===== config.mk =====
export PLATFORM = sky130hd
export DESIGN_NAME = mod_mul_mont
export DESIGN_NICKNAME = d
export VERILOG_FILES = /design/src/rtl/mod_arith_pkg.sv /design/src/rtl/mont_step.sv /design/src/rtl/mod_mul_mont.sv
export SDC_FILE = /design/constraint.sdc
export NUM_CORES = 2
export LEC_CHECK = 0
export BUFFER_PORTS_ARGS = -buffer_cell sky130_fd_sc_hd__buf_4
export CAP_MARGIN = 10
export CORE_ASPECT_RATIO = 0.7
export CORE_MARGIN = 2
export CORE_UTILIZATION = 50
export DETAILED_ROUTE_END_ITERATION = 12
export PLACE_DENSITY = 0.69
export SETUP_SLACK_MARGIN = 0.15
export SLEW_MARGIN = 20
export SYNTH_ARGS = -nofsm -noshare
export SYNTH_HDL_FRONTEND = slang
export SYNTH_SLANG_ARGS = --single-unit

===== constraint.sdc =====
create_clock -name clk -period 54.9 [get_ports clk]
set_input_delay 5.49 -clock clk [delete_from_list [all_inputs] [get_ports clk]]
set_output_delay 5.49 -clock clk [all_outputs]
set_load 0.1 [all_outputs]

===== src/rtl/mod_arith_pkg.sv =====
// Shared definitions for the modular-arithmetic datapath.
// Holds the default operand width, the NIST P-192 prime, the
// Montgomery multiplier FSM state type and the iteration counter width.
package mod_arith_pkg;

  localparam int N = 192;

  localparam logic [N-1:0] P192 =
    192'hfffffffffffffffffffffffffffffffeffffffffffffffff;

  // Wide enough to hold any iteration index 0..N.
  localparam int CNT_W = $clog2(N + 1);

  typedef enum logic [1:0] {
    IDLE = 2'd0,
    CALC = 2'd1,
    FIX  = 2'd2,
    DONE = 2'd3
  } mont_state_t;

endpackage


===== src/rtl/mont_step.sv =====
// One radix-2 Montgomery iteration, purely combinational.
//   s      in   N+2  running accumulator (s < 2m)
//   y      in   N    multiplier
//   m      in   N    odd modulus
//   x_bit  in   1    current multiplicand bit
//   s_next out  N+2  (s + x_bit*y [+ m if odd]) / 2
module mont_step
  import mod_arith_pkg::*;
#(
  parameter int W = N
) (
  input  logic [W+1:0] s,
  input  logic [W-1:0] y,
  input  logic [W-1:0] m,
  input  logic         x_bit,
  output logic [W+1:0] s_next
);

  logic [W+1:0] t_add;
  logic [W+1:0] t_odd;

  // With s < 2m and y < m, t_add < 3m and t_odd < 4m, both of which fit in
  // W+2 bits. Adding the odd modulus to an odd sum makes it even, so the
  // shift below is an exact division by two.
  always_comb begin
    t_add  = s + (x_bit ? {2'b00, y} : '0);
    t_odd  = t_add[0] ? (t_add + {2'b00, m}) : t_add;
    s_next = t_odd >> 1;
  end

endmodule


===== src/rtl/mod_mul_mont.sv =====
// Sequential radix-2 Montgomery modular multiplier.
// Computes z = x * y * 2^-N mod m, one multiplicand bit per clock.
//   clk    in   1  rising-edge clock
//   rst_n  in   1  asynchronous reset, active HIGH despite its name
//   x      in   N  multiplicand (x < m)
//   y      in   N  multiplier   (y < m)
//   start  in   1  launch on a 0->1 transition while IDLE or DONE
//   z      out  N  fully reduced result (z < m)
//   done   out  1  high while z holds a valid result
// done rises N+1 clock edges after the launch edge.
module mod_mul_mont
  import mod_arith_pkg::*;
#(
  parameter int                W = N,
  parameter logic [W-1:0]      m = P192
) (
  input  logic         clk,
  input  logic         rst_n,
  input  logic [W-1:0] x,
  input  logic [W-1:0] y,
  input  logic         start,
  output logic [W-1:0] z,
  output logic         done
);

  localparam int CW = $clog2(W + 1);

  mont_state_t  state;
  mont_state_t  state_next;
  logic         start_q;
  logic         launch;
  logic         last_iter;
  logic [W-1:0] x_sr;
  logic [W-1:0] y_r;
  logic [W+1:0] s;
  logic [W+1:0] s_next;
  logic [CW-1:0] iter;

  // Edges seen while CALC or FIX is running are deliberately dropped;
  // a held-high start cannot relaunch because start_q stays high.
  assign launch    = start && !start_q && ((state == IDLE) || (state == DONE));
  assign last_iter = (iter == CW'(W - 1));

  mont_step #(.W(W)) u_step (
    .s      (s),
    .y      (y_r),
    .m      (m),
    .x_bit  (x_sr[0]),
    .s_next (s_next)
  );

  // State register.
  always_ff @(posedge clk or posedge rst_n) begin
    if (rst_n) begin
      state <= IDLE;
    end else begin
      state <= state_next;
    end
  end

  // Next-state logic: IDLE/DONE wait for a launch, CALC runs W
  // iterations, FIX takes a single cycle for the final subtraction.
  always_comb begin
    state_next = state;
    unique case (state)
      IDLE:    if (launch) state_next = CALC;
      CALC:    if (last_iter) state_next = FIX;
      FIX:     state_next = DONE;
      DONE:    if (launch) state_next = CALC;
      default: state_next = IDLE;
    endcase
  end

  // Datapath registers. Operands are captured at launch so the caller
  // may change x and y immediately afterwards.
  always_ff @(posedge clk or posedge rst_n) begin
    if (rst_n) begin
      start_q <= 1'b0;
      x_sr    <= '0;
      y_r     <= '0;
      s       <= '0;
      iter    <= '0;
      z       <= '0;
      done    <= 1'b0;
    end else begin
      start_q <= start;
      if (launch) begin
        x_sr <= x;
        y_r  <= y;
        s    <= '0;
        iter <= '0;
        done <= 1'b0;
      end else begin
        case (state)
          CALC: begin
            s    <= s_next;
            x_sr <= x_sr >> 1;
            iter <= iter + 1'b1;
          end
          FIX: begin
            // s < 2m, so s - m fits in W bits and the low W bits suffice.
            if (s >= {2'b00, m}) begin
              z <= s[W-1:0] - m;
            end else begin
              z <= s[W-1:0];
            end
            done <= 1'b1;
          end
          default: ;
        endcase
      end
    end
  end

endmodule


Word-level counts from Yosys, hierarchy flattened. Cells that the tools add are included.

Add/subtract/negate cells: 4. Order comparisons: 1. Equality and inequality tests: 6. Multiplexer cells: 14. Bitwise logic cells: 1. Reduce and logical (&&, ||, !) cells: 10.

Operators by type and width (count): $mux W192 (4); $mux W194 (3); $add A194 B192 Y194 const B (1); $add A194 B194 Y194 (1); $ge A194 B192 Y1 const B (1); $sub A192 B192 Y192 const B (1); $mux W8 (2); $add A8 B1 Y8 const B (1); $eq A8 B8 Y1 const B (1); $pmux W2 S3 (1); $eq A2 B2 Y1 const B (2); $mux W2 (2); $reduce_and A2 Y1 (2); $reduce_bool A2 Y1 (2); $eq A2 B1 Y1 const B (1); $logic_and A1 B1 Y1 (2); $logic_not A2 Y1 (1); $mux W1 (2); $ne A2 B1 Y1 const B (1); $ne A2 B2 Y1 const B (1); $reduce_or A2 Y1 (1); $logic_not A1 Y1 (1); $logic_or A1 B1 Y1 (1); $not A1 Y1 (1).

Bits in registers: 782. Input bits: 387. Output and inout port bits: 193.

Longest topological paths before layout.
Depth in word-level cells: 6. Depth in mapped cells: 23. Mapped depth without buffers: 19.

Modules after synthesis. Synthesis repeated with hierarchy kept, for this count alone.

Cells, all modules: 8440. Area total of the unflattened synthesis: 65930.7 um2.

Modules (own cells, without submodules): mod_mul_mont (instances 1, cells each 3879, area each 37309.5 um2); mont_step (instances 1, cells each 4561, area each 28621.2 um2).

Worst setup path after synthesis. No wires, ideal clock.

Path kind: input-to-reg. From: input port start. To: register s[72]. Setup time: 143 ps. Arrival: 6847 ps. Required time: 54757 ps. Setup slack: 47910 ps. Stages on the path: 7. Path buffers: 4. Path through: nand2b_1 > nor2_1 > clkbuf_1 > clkbuf_1 > clkbuf_1 > clkbuf_1 > a211oi_1.

Longest elaborated chain between the ends: 3. Elaborated cells on any way between the ends: 4. Classes of those cells: mux (1); reduce/logical (3).

RTL lines: from (decl) (RTL line mod_mul_mont.sv:21) `input logic start,`; $logic_and A1 B1 Y1 * (2 in series) (RTL line mod_mul_mont.sv:41) `assign launch = start && !start_q && ((state == IDLE) || (state == DONE));`; $mux W194 or $reduce_bool A2 Y1 (tied branches); to (signal assigned) (RTL line mod_mul_mont.sv:96) `s <= s_next;`; to (decl) (RTL line mod_mul_mont.sv:35) `logic [W+1:0] s;`.

Every way passes the cells marked *; elsewhere a longest branch is shown, timed or not. A chain may end at the register's enable or synchronous reset.

Worst setup path in the final report.
From: register x_sr[0]. To: register s[126].

Longest elaborated chain between the ends: 6.

RTL lines: from (decl) (RTL line mod_mul_mont.sv:33) `logic [W-1:0] x_sr;`; from (signal assigned) (RTL line mod_mul_mont.sv:97) `x_sr <= x_sr >> 1;`; $mux W192 * (RTL line mont_step.sv:26) `t_add = s + (x_bit ? {2'b00, y} : '0);`; $add A194 B194 Y194 * (RTL line mont_step.sv:26); $add A194 B192 Y194 (RTL line mont_step.sv:27) `t_odd = t_add[0] ? (t_add + {2'b00, m}) : t_add;`; $mux W194 * (RTL line mont_step.sv:27); $mux W194 * (RTL line mod_mul_mont.sv:94) `case (state)`; $mux W194 * (RTL line mod_mul_mont.sv:87) `if (launch) begin`.

Every way passes the cells marked *; elsewhere a longest branch is shown, timed or not. The select of a mux whose other input is x is not followed.

==> out/results.ini <==
[yosys]
netlist_top_cells_area=dfrtp_1, nand2_1, a21oi_1, nor2_1, mux2i_1
synth_seq_cells=781
synth.cell_area_um2=56500
syn_area_per_cell_um2=7.89
synth_common_cells=nand2_1, dfrtp_1, nor2_1
yosys.area.top_type=dfrtp_1
ys_warn_count=0
synthesis.instances=7157
synth_nets=7742
synth-main-ff-cell=dfrtp_1
seq_area_frac_synth=0.346
synth_cell_type_count=116
yosys.cell_count.top_type=nand2_1
synth_edf_count=0
async_flop_share=1.00
synth_top_area_share=0.346

[routing]
dr_total_vias=58300
routed_wl_um=248000
drtAntennaViolNets=0
initialDrtViolationCount=7932
viasPerCell=6.43
dr.pass1.iters=8
post_drt_wl_per_cell_um=27.4
drc=0

[critical_path]
crit_cells=18
critPathKind=flip-flop to flip-flop
critPathTopFamily=compound AO/OA/AOI/OAI gates
cp.arrival_ns=9.46
cp.required_ns=55.44
crit_top_cell=a21oi_1
path_max_fanout=100
r2r_setup_slack_ns=45.98
r2r_end=s[126]
cp-startpoint=x_sr[0]
crit_path_start_kind=flip-flop
crit_chain=buf_4, and2_1, ha_1, a21oi_1, o21ai_0, a21oi_1, o31ai_1, a22oi_1, o211ai_1, and2_1, xnor2_1, nand4bb_1, nor4b_4, nor3b_4, nand3_1, or4_1, a21oi_1, a21oi_1
worst-r2r-cell-count=18
critical_path_buf_inv_count=1
critical_path.max_stage_delay_ns=1.00
cpMaxStageDelayCell=a22oi_1
cp-end-kind=flip-flop
worstReg2RegStart=x_sr[0]
endpoint=s[126]

[floorplanning]
boundaryPins=580
core_um2=112000
initial_utilization=0.503
die_area_um2=116000
num_rows=103
die_w_um=406
die_h_um=285

[clock_network]
cts_tree=done
clockBufferDepth=3
cts.sinks=781
cts_setup_buffers=0
clk_latency_ns=0.73
htreeDepth=3
hold_buffers=0
cts_buffers=80
root_buffer=clkbuf_16
cts_resized=0
clk_pin_slew_ns=0.07

[placed_design]
portBuffers=579
gp_congestion=1.15
hpwl_um=201000

[timing]
rsz0062_at_grt=false
final-max-slew-violation-count=0
max_freq_mhz=112
worst_pin_slew_ns=1.25
max-slew-margin-rel=0.158
fin_setup_tns_ns=0
whs_ns=0.464
finalSetupViolCount=0
period_share=0.162
skew_ns=0.0533
hold_viol_final=0
min_period_ns=8.92

[global_route]
antenna_found_initial=8
grt_pass1_wl_um=354000
grt_overflow=0
grt_max_degree=208
track_usage=0.413
grt_pass1_vias=52900

[pwr]
ir_drop_uv=105
p_leak_nw=27.2
pwr_density_cell_nw_per_um2=70.7

[cells_and_area]
final_nets=8058
drive_above_1_share=0.122
syn_to_final_growth_pct=14.0
fin_util=0.573

[worst_hold_path]
holdCritPathClass=flip-flop to flip-flop

[flow_run]
maxCapViolations=0

[outcome]
status=completed

[per-layer routing]
metal  global-route usage  part of all wire
met1                0.623              0.45
met2                0.513              0.37
met3                0.200              0.16
met4               0.0973             0.026
met5                    0           0.00022
[worst reg2reg max path: cells and delay by family, from the launching register on]
kind / cells / cell delay (ns)
AND/OR/NAND/NOR: 7 / 3.47
AO/OA/AOI/OAI: 8 / 3.33
buffers and inverters: 1 / 0.72
flip-flops: 1 / 0.59
adder cells (fa/ha/maj): 1 / 0.35
XOR/XNOR: 1 / 0.30
[through the flow]
step | area [um2] | setup slack, ns | power, mW | std cells
global placement | 61600 | 45.96 | 3.81 | 8912
global route | 64400 | 45.90 | 4.75 | 9056
CTS | 64300 | 46.46 | 4.44 | 9055
finish | 64400 | 45.98 | 4.55 | 9057
detailed placement | 61700 | 45.90 | 3.85 | 8912
floorplan | 56500 | 27.48 | 3.02 | 7157
[placed cells by master (no fill, tap or decap), types with 224 or more instances in the layout]
cell type / n
buf_4: 640
dfrtp_1: 780
nand4_1: 239
mux2i_1: 265
and2_1: 236
xnor2_1: 224
nor2_1: 714
a21oi_1: 651
nand2_1: 1275
o21ai_0: 506
[registers in the layout (all words and copies together) (netlist names)]
signal   count
start_q      1
iter         8
y_r        192
s          193
state        2
done         1
z          192
x_sr       192
[power breakdown]
group          leakage, nW  internal, mW  total [mW]  switching (mW)
logic                 16.3         0.806        2.82            2.02
clock network         1.30         0.318       0.573           0.255
registers             9.57         0.851        1.15           0.302
total                 27.2          1.97        4.55            2.57
[cell families after synthesis]
family / synth area share
flops: 0.346
simple gates: 0.272
xor+xnor: 0.0651
compound gates: 0.190
fa+ha+maj: 0.0440
mux: 0.0478
buf+inv: 0.0351
[area by class of cell]
| class | count | area [um2] |
|---|---|---|
| clock buffer | 106 | 2230 |
| tap | 1522 | 1900 |
| antenna | 1 | 2.50 |
| sequential | 781 | 19500 |
| inverter | 74 | 285 |
| multi-input combinational | 5892 | 35100 |
| clock inverter | 37 | 439 |
| timing repair buffer | 644 | 4880 |
| fill | 10300 | 48000 |
[worst min-delay path by stage]
| stage | startpoint | endpoint | slack, ns | cells past startpoint |
|---|---|---|---|---|
| floorplan | y_r[0] | y_r[0] | 0.44 | 2 |
| global placement | y_r[109] | y_r[109] | 0.45 | 2 |
| detailed placement | y_r[168] | y_r[168] | 0.45 | 2 |
| CTS | y_r[64] | y_r[64] | 0.47 | 2 |
| global route | y_r[153] | y_r[153] | 0.48 | 2 |
| finish | y_r[64] | y_r[64] | 0.46 | 2 |
(Power assumes the default switching activity.)
